`src/rtl/pc_pkg.sv`:
```
// Shared types for the program-counter sequencer and its return-address stack.
package pc_pkg;

   typedef enum logic [2:0] {
      NEXT = 3'd0,
      JUMP = 3'd1,
      BRZ  = 3'd2,
      BRNZ = 3'd3,
      CALL = 3'd4,
      RET  = 3'd5
   } pc_op_t;

   typedef enum logic [1:0] {
      RUN    = 2'd0,
      HALTED = 2'd1,
      FAULT  = 2'd2
   } pc_state_t;

   // Index width for a stack of the given depth; a single-entry stack still needs one bit.
   function automatic int rasIdxWidth(input int depth);
      return (depth > 1) ? $clog2(depth) : 1;
   endfunction

endpackage

```
`src/rtl/pc_ras.sv`:
```
// Return-address stack (LIFO) used by CALL/RET. Only the occupancy count is reset;
// entry contents are meaningless once popped or cleared.
module pc_ras
   import pc_pkg::*;
#(
   parameter int PW    = 10,
   parameter int DEPTH = 4
)(
   input  logic                         CLK,
   input  logic                         Init_n,
   input  logic                         push,
   input  logic                         pop,
   input  logic                         clear,
   input  logic [PW-1:0]                din,
   output logic [PW-1:0]                dout,
   output logic                         full,
   output logic                         empty,
   output logic [$clog2(DEPTH+1)-1:0]   count
);

   localparam int CW = $clog2(DEPTH + 1);
   localparam int IW = rasIdxWidth(DEPTH);
   localparam int MW = 1 << IW;

   logic [PW-1:0] r_mem [MW];
   logic [CW-1:0] r_count;
   logic [CW-1:0] w_countDec;
   logic [IW-1:0] w_wrIdx;
   logic [IW-1:0] w_rdIdx;

   assign w_countDec = r_count - CW'(1);
   assign w_wrIdx    = r_count[IW-1:0];
   assign w_rdIdx    = w_countDec[IW-1:0];

   // Occupancy counter: clear wins, then push, then pop; saturating guards keep it in range.
   always_ff @(posedge CLK or negedge Init_n) begin
      if (!Init_n) begin
         r_count <= '0;
      end else if (clear) begin
         r_count <= '0;
      end else if (push && !full) begin
         r_count <= r_count + CW'(1);
      end else if (pop && !empty) begin
         r_count <= w_countDec;
      end
   end

   // Entry storage: write the next free slot on a legal push.
   always_ff @(posedge CLK) begin
      if (!clear && push && !full) begin
         r_mem[w_wrIdx] <= din;
      end
   end

   assign full  = (r_count == CW'(DEPTH));
   assign empty = (r_count == '0);
   assign dout  = r_mem[w_rdIdx];
   assign count = r_count;

endmodule

```
`src/rtl/pc_seq.sv`:
```
// Fetch-stage program counter: increment, jump, zero-flag branches, call/return,
// end-of-program detection and sticky stack-fault reporting.
module pc_seq
   import pc_pkg::*;
#(
   parameter int PW         = 10,
   parameter int DEPTH      = 4,
   parameter int START_ADDR = 0,
   parameter int HALT_ADDR  = 63
)(
   input  logic                         CLK,
   input  logic                         Init_n,
   input  logic                         Start,
   input  logic                         Halt,
   input  logic [2:0]                   Op,
   input  logic                         ALU_zero,
   input  logic [PW-1:0]                Target,
   input  logic [PW-1:0]                Offset,
   output logic [PW-1:0]                PC,
   output logic                         Done,
   output logic                         Fault,
   output logic                         Overflow,
   output logic                         Underflow,
   output logic [$clog2(DEPTH+1)-1:0]   Depth
);

   localparam logic [PW-1:0] LP_START = PW'(START_ADDR);
   localparam logic [PW-1:0] LP_HALT  = PW'(HALT_ADDR);

   logic [PW-1:0] r_pc;
   pc_state_t     r_state;
   logic          r_overflow;
   logic          r_underflow;

   pc_op_t        w_op;
   logic          w_active;
   logic          w_push;
   logic          w_pop;
   logic          w_full;
   logic          w_empty;
   logic [PW-1:0] w_rasTop;
   logic [PW-1:0] w_pcInc;
   logic [PW-1:0] w_pcRel;
   logic [PW-1:0] w_nextPc;

   assign w_op    = pc_op_t'(Op);
   assign w_pcInc = r_pc + PW'(1);
   assign w_pcRel = r_pc + Offset;

   // An op only takes effect when running, not stalled or restarting, and not at the halt address.
   assign w_active = !Start && !Halt && (r_state == RUN) && (r_pc != LP_HALT);
   assign w_push   = w_active && (w_op == CALL) && !w_full;
   assign w_pop    = w_active && (w_op == RET) && !w_empty;

   pc_ras #(
      .PW    (PW),
      .DEPTH (DEPTH)
   ) u_ras (
      .CLK    (CLK),
      .Init_n (Init_n),
      .push   (w_push),
      .pop    (w_pop),
      .clear  (Start),
      .din    (w_pcInc),
      .dout   (w_rasTop),
      .full   (w_full),
      .empty  (w_empty),
      .count  (Depth)
   );

   // Next-PC selection; faulting CALL/RET leave the PC where it is, unused codes fall back to increment.
   always_comb begin
      w_nextPc = w_pcInc;
      case (w_op)
         JUMP:    w_nextPc = Target;
         BRZ:     w_nextPc = ALU_zero ? w_pcRel : w_pcInc;
         BRNZ:    w_nextPc = ALU_zero ? w_pcInc : w_pcRel;
         CALL:    w_nextPc = w_full  ? r_pc : Target;
         RET:     w_nextPc = w_empty ? r_pc : w_rasTop;
         default: w_nextPc = w_pcInc;
      endcase
   end

   // Sequencer state: restart, stall, terminal-state hold, halt detection, then the op itself.
   always_ff @(posedge CLK or negedge Init_n) begin
      if (!Init_n) begin
         r_pc        <= LP_START;
         r_state     <= RUN;
         r_overflow  <= 1'b0;
         r_underflow <= 1'b0;
      end else if (Start) begin
         r_pc        <= LP_START;
         r_state     <= RUN;
         r_overflow  <= 1'b0;
         r_underflow <= 1'b0;
      end else if (!Halt && (r_state == RUN)) begin
         if (r_pc == LP_HALT) begin
            r_state <= HALTED;
         end else begin
            r_pc <= w_nextPc;
            if ((w_op == CALL) && w_full) begin
               r_overflow <= 1'b1;
               r_state    <= FAULT;
            end
            if ((w_op == RET) && w_empty) begin
               r_underflow <= 1'b1;
               r_state     <= FAULT;
            end
         end
      end
   end

   assign PC        = r_pc;
   assign Done      = (r_state == HALTED);
   assign Fault     = (r_state == FAULT);
   assign Overflow  = r_overflow;
   assign Underflow = r_underflow;

endmodule

```
`config.mk`:
```
export PLATFORM = sky130hd
export DESIGN_NAME = pc_seq
export DESIGN_NICKNAME = d
export VERILOG_FILES = /design/src/rtl/pc_pkg.sv /design/src/rtl/pc_ras.sv /design/src/rtl/pc_seq.sv
export SDC_FILE = /design/constraint.sdc
export NUM_CORES = 1
export LEC_CHECK = 0
export CAP_MARGIN = 20
export CORE_MARGIN = 2
export CORE_UTILIZATION = 55
export CTS_CLUSTER_DIAMETER = 120
export DETAILED_ROUTE_END_ITERATION = 8
export MAX_ROUTING_LAYER = met4
export PLACE_DENSITY = 0.8
export SETUP_SLACK_MARGIN = 0.5
export SLEW_MARGIN = 20
export SYNTH_ARGS = -nofsm -noshare
export SYNTH_HDL_FRONTEND = slang
export SYNTH_SLANG_ARGS = --single-unit
```
`constraint.sdc`:
```
create_clock -name CLK -period 3 [get_ports CLK]
set_input_delay 0.3 -clock CLK [delete_from_list [all_inputs] [get_ports CLK]]
set_output_delay 0.3 -clock CLK [all_outputs]
set_load 0.1 [all_outputs]
```
**Word-level counts from Yosys, hierarchy flattened**

Memory sizes are Yosys's and may differ from the RTL's.
Index checks and enable logic that the tools add are counted.

- Register bits: 17
- Bits in writable memories: 40
- Bits of input ports: 28
- Output and inout port bits: 17
- Logic and storage cells: 78
- Memories: 1

Memories:

| memory | words | width | rd ports | clocked after Yosys merged registers in | write ports | line | text |
|---|---|---|---|---|---|---|---|
| u_ras.r_mem | 4 | 10 | 1 | 0 | 1 | pc_ras.sv:25 | `logic [PW-1:0] r_mem [MW];` |

- Add/sub/neg operators: 4
- Equality and inequality tests: 13
- Muxes and demuxes: 26
- Reduce and logical (&&, ||, !) cells: 29

Operators with widths:

| kind | number |
|---|---|
| two-way mux 10 bit | 7 |
| one-hot mux 10 bit (5 select lines) | 1 |
| logical AND 1 bit | 14 |
| adder 10 x 1 -> 10 bit (second input constant) | 1 |
| adder 10 bit | 1 |
| equality test 10 x 6 -> 1 bit (second input constant) | 1 |
| two-way mux 1 bit | 10 |
| two-way mux 2 bit | 5 |
| inequality test 10 x 6 -> 1 bit (second input constant) | 1 |
| equality test 3 bit (second input constant) | 3 |
| two-way mux 3 bit | 3 |
| equality test 3 x 2 -> 1 bit (second input constant) | 2 |
| inequality test 3 bit (second input constant) | 2 |
| AND reduction 3 bit | 2 |
| nonzero test 2 bit | 3 |
| logical NOT 1 bit | 4 |
| AND reduction 4 bit | 1 |
| nonzero test 4 bit | 1 |
| adder 3 x 1 -> 3 bit (second input constant) | 1 |
| equality test 3 x 1 -> 1 bit (second input constant) | 1 |
| logical NOT 3 bit | 1 |
| nonzero test 3 bit | 1 |
| subtractor 3 x 1 -> 3 bit (second input constant) | 1 |
| equality test 2 x 1 -> 1 bit (second input constant) | 1 |
| other kinds (4) | 4 |

**Longest topological paths before layout**

- Depth in word-level cells: 10
- Depth in mapped cells: 9
- Depth with buffers taken out: 9

**Hierarchy**

Synthesis repeated with hierarchy kept, for this count alone.

- Cell total of the unflattened synthesis: 282
- Area, all modules: 3326.9 µm²

By module, submodules not included:

| module | instances | cells each | area an instance (µm²) | sequential area each (µm²) |
|---|---|---|---|---|
| pc_ras | 1 | 88 | 1770.4 | 1276.2 |
| pc_seq | 1 | 194 | 1556.5 | 350.3 |

**Worst setup path after synthesis**

No wires, ideal clock.

- Kind: reg-to-reg
- Start point: reg u_ras.r_count[0] (netlist: u_ras.count[0])
- End point: reg r_pc[8] (netlist: PC[8])
- Library setup time: 0.122 ns
- Arrival time: 3.033 ns
- Required time: 2.878 ns
- Slack: -0.155 ns
- Cell stages (with the launch flop): 9
- Buffers on the path: 2
- Period minus slack after synthesis: 3.155 ns
- Path through: dfrtp_1 -> buf_2 -> inv_1 -> ha_1 -> clkbuf_1 -> mux4_2 -> a222oi_1 -> o21ai_0 -> a22o_1

- Longest elaborated chain between the ends: 7
- Elaborated cells on any way between the ends: 12
- Those cells by class: add/sub: 1; eq/ne: 3; mux: 5; reduce/logical: 2; memory: 1

RTL lines:

| what | line | text |
|---|---|---|
| start: declaration | pc_ras.sv:26 | `logic [CW-1:0] r_count;` |
| start signal: assignment | pc_ras.sv:42 | `r_count <= r_count + CW'(1);` |
| start signal: assignment | pc_ras.sv:44 | `r_count <= w_countDec;` |
| subtractor 3 x 1 -> 3 bit | pc_ras.sv:31 | `assign w_countDec = r_count - CW'(1);` |
| memory (4 x 10 bit) | - |  |
| two-way mux 10 bit | pc_seq.sv:79 | `RET: w_nextPc = w_empty ? r_pc : w_rasTop;` |
| one-hot mux 10 bit (5 select lines) | pc_seq.sv:74 | `case (w_op)` |
| two-way mux 10 bit | pc_seq.sv:97 | `if (r_pc == LP_HALT) begin` |
| two-way mux 10 bit | pc_seq.sv:96 | `end else if (!Halt && (r_state == RUN)) begin` |
| two-way mux 10 bit | pc_seq.sv:91 | `end else if (Start) begin` |
| end signal: assignment | pc_seq.sv:100 | `r_pc <= w_nextPc;` |
| end: declaration | pc_seq.sv:30 | `logic [PW-1:0] r_pc;` |

Parallel ways exist; a longest one is shown, timed or not. The select of a mux whose other input is x is not followed.
A chain may end at the register's enable or synchronous reset.

**Final worst setup path**

- Start point: reg r_pc[0] (netlist: PC[0])
- End point: reg r_pc[6] (netlist: PC[6])

- Longest elaborated chain between the ends: 6
- Elaborated cells on any way between the ends: 11
- Those cells by class: add/sub: 2; eq/ne: 2; mux: 6; reduce/logical: 1

RTL lines:

| what | line |
|---|---|
| adder 10 bit or adder 10 x 1 -> 10 bit (tied branches) | pc_seq.sv:48, pc_seq.sv:47 |
| two-way mux 10 bit, on equally long branches | pc_seq.sv:77, pc_seq.sv:76 |
| one-hot mux 10 bit (5 select lines) | pc_seq.sv:74 |
| two-way mux 10 bit | pc_seq.sv:97 |
| two-way mux 10 bit | pc_seq.sv:96 |
| two-way mux 10 bit | pc_seq.sv:91 |

Parallel ways exist; a longest one is shown, timed or not. The select of a mux whose other input is x is not followed.

==> qor.csv <==
stage,metric,value,unit
run_status,status,finished clean,
cts,CTS buffer count,9,
route,Post-Route WL,7.544,mm
cts,root buf cell,clkbuf_8,
place,hpwl dp,5.415,mm
floorplanning,Die Area,6402,µm²
yosys,synthesized instance count,266,
floorplanning,die height,80.02,µm
place,PortBufs,44,
yosys,Async SR Flop Fraction,29.82,%
cts,# Post-CTS Setup Buffers,0,
final_layout,# nets final,361,
worst_setup_path,r2r setup slk,680,ps
global_route,largest net degree at the start of global routing,18,
yosys,Yosys cell types,47,
worst_setup_path,worst path cell trace,ha_1 -> inv_1 -> fa_1 -> nand2b_1 -> a21oi_2 -> a31oi_1 -> xnor2_1 -> a221oi_1 -> o21ai_1,
cts,CTS Buffer Depth,2,
yosys,Yosys warnings,0,
yosys,sequential share of the synthesized area,51.18,%
global_route,vias in the first global route,2318,
floorplanning,Starting Density,57.36,%
route,Vias,2359,
worst_setup_path,CP top delay family,compound AO/OA/AOI/OAI gates,
global_route,initial antenna violation count,0,
route,1st-pass router iterations,4,
final_layout,Reg area,1647,µm²
route,DR WL/cell,19.15,µm
global_route,gr ovfl total,0,
worst_setup_path,crit-path max FO,9,
timing,relative slew slack,44.01,%
yosys,most frequent cell after synthesis,edfxtp_1,
cts,H-tree level count,3,
worst_setup_path,Crit path largest cell delay,500,ps
worst_setup_path,RR Startpoint,PC[0],
final_layout,area of the multi-input gates,1476,µm²
global_route,met1 Usage GRT,34.47,%
timing,fmax,431.4,MHz
timing,fin crit share,77.27,%
worst_setup_path,Crit Path Class,flip-flop to flip-flop,
final_layout,fillers,399,
route,DRT iter0 DRCs,251,
place,GP Congestion,0.9214,
yosys,Post-synth EDFFs,40,
worst_setup_path,Startpoint Class,flip-flop,
worst_setup_path,Crit. End Element,flip-flop,
global_route,GR Util All Layers,26.50,%
run,Max-Cap Viols,0,
timing,# setup viols final,0,
final_layout,Inserted Diodes,0,
yosys,number of synthesized register bits,57,
timing,slew of the pin with the lowest slew margin,837.2,ps
yosys,syn_nets,310,
global_route,first-pass GRT wire length,11.99,mm
hold_path,Hold Crit Class,input pin to asynchronous set/reset pin,
final_layout,Area growth syn-to-layout,22.83,%
worst_setup_path,slowest CP cell,dfrtp_4,
route,Via density,5.987,
global_route,routing usage on met2,40.83,%
global_route,M3 GR Usage,5.543,%
timing,setup total negative slack,0,ps
timing,final count of hold timing violations,0,
yosys,cell taking the most area after synthesis,edfxtp_1,
power_and_ir_drop,PwrDens,540.9,nW/µm²
yosys,Syn Area/Cell,11.95,µm²
final_layout,layout cell share with drive strength beyond 1,20.50,%
timing,worst hold slack,441.0,ps
floorplanning,core area,5540,µm²
timing,Max Slew Vio Count,0,
route,antenna violation net count after detailed routing,0,
global_route,gr busiest metal,met2,
cts,Clock Pin Slew Worst Setup and Hold Paths,70,ps
route,DRC,0,
cts,CTS sink cnt,57,
worst_setup_path,CP required,3220,ps
worst_setup_path,Worst Path Buf+Inv,1,
worst_setup_path,Critical R2R Capture,PC[6],
floorplanning,cell row count,27,
yosys,"top cells by area, synth","edfxtp_1 38%, dfrtp_1 13%, mux4_2 7.1%",
place,Inst Count DP,378,
final_layout,Final Instance Count excl. Fillers,394,
yosys,Main synth FF type,edfxtp_1,
power_and_ir_drop,Max rail drop VDD,0.3492,mV
worst_setup_path,worst r2r path cells,9,
power_and_ir_drop,total power,2.112,mW
cts,clk_lat worst skew,340,ps
floorplanning,# IOs,45,
timing,Clock Skew,4.804,ps
yosys,commonest cells in the netlist,"40 x edfxtp_1, 25 x nor2_1, 20 x nand2_1",
timing,min Tclk post-route,2318,ps
worst_setup_path,Worst EP arrival,2540,ps
cts,CTS tree,built,
yosys,Post-Syn Area,3178,µm²
floorplanning,Die X,80.02,µm
yosys,Yosys top cell area share,37.80,%
timing,RSZ-0062 raised after global routing,false,
power_and_ir_drop,P_leak,1.496,nW
[worst register-to-register path, stage by stage, from the launching register on]
cell and delay (ps):
dfrtp_4 500, ha_1 240, inv_1 70, fa_1 400, nand2b_1 170, a21oi_2 200
a31oi_1 130, xnor2_1 140, a221oi_1 270, o21ai_1 80
[layout by cell type, fill, tap and decap left out, drive strengths merged, types with 9 or more instances in the layout]
master | synthesis | layout
buf | 2 | 21
clkbuf | 6 | 9
clkdlybuf4s50 | 0 | 27
o21ai | 13 | 13
edfxtp | 40 | 40
nor2 | 26 | 26
xor2 | 10 | 10
xnor2 | 10 | 10
inv | 12 | 13
dfrtp | 17 | 17
ha | 15 | 15
a21oi | 11 | 11
mux4 | 10 | 10
nand2 | 20 | 20
[kinds of logic (layout without fill, tap and decap cells)]
kind of cell               after synthesis  count (layout)  share of synthesized area (%)
and+or+nand+nor                         80              80                          12.24
muxes                                   13              13                          8.032
xor gates and xnor gates                20              20                          5.512
adders and majority gates               16              16                          6.535
AOI/OAI and AO/OA                       60              60                          13.86
buffers and inverters                   20              76                          2.637
DFF                                     57              57                          51.18
[timing repair]
item                       in CTS  in global routing
gates resized for setup         0                  2
setup endpoints to repair       0                  2
hold endpoints to repair        0                  0
hold buffers                    0                  0
[worst max path at each step]
stage                   start                end  cells past startpoint
floorplan               PC[1]  u_ras.r_mem[0][0]                      5
global placement    Offset[0]              PC[6]                     10
detailed placement  Offset[0]              PC[6]                     10
CTS                     PC[0]              PC[6]                      9
global route            PC[0]              PC[6]                      9
finish                  PC[0]              PC[6]                      9
[through the flow]
step | area (µm²) | utilization, % | setup WS, ps
after floorplan | 3202 | - | 504.0
after global placement | 3677 | 66.37 | 389.6
after detailed placement | 3677 | 66.37 | 349.9
after CTS | 3895 | 70.30 | 582.7
after global routing | 3904 | 70.46 | 526.2
final | 3904 | 70.46 | 681.9
[routing by layer]
| layer | vias up | share of wire (%) |
|---|---|---|
| met5 | - | 0 |
| met4 | 0 | 2.4 |
| met3 | 20 | 7.0 |
| met2 | 87 | 49 |
| met1 | 1137 | 42 |
| li1 | 1115 | - |
[final cells by class]
class	count	share of cell area [%]
Timing Repair Buffer	48	10.96
Multi-Input combinational cell	189	37.82
Tap cell	72	2.308
Sequential cell	57	42.18
Inverter	12	1.154
Clock buffer	9	3.173
Clock inverter	7	2.404
[sequential cells by signal, summed over array words and instances, names as in the netlist]
signal and flops:
u_ras.r_mem 40, PC 10, u_ras.count 3, r_state 2, Overflow 1, Underflow 1
[report_power, final]
part / leakage (nW) / internal (mW) / total, mW / switching, mW
Combinational: 0.808 / 0.152 / 0.414 / 0.262
Sequential: 0.582 / 0.869 / 0.897 / 0.0281
Clock: 0.106 / 0.467 / 0.800 / 0.334
Total: 1.50 / 1.49 / 2.11 / 0.623
(Power assumes the default switching activity.)
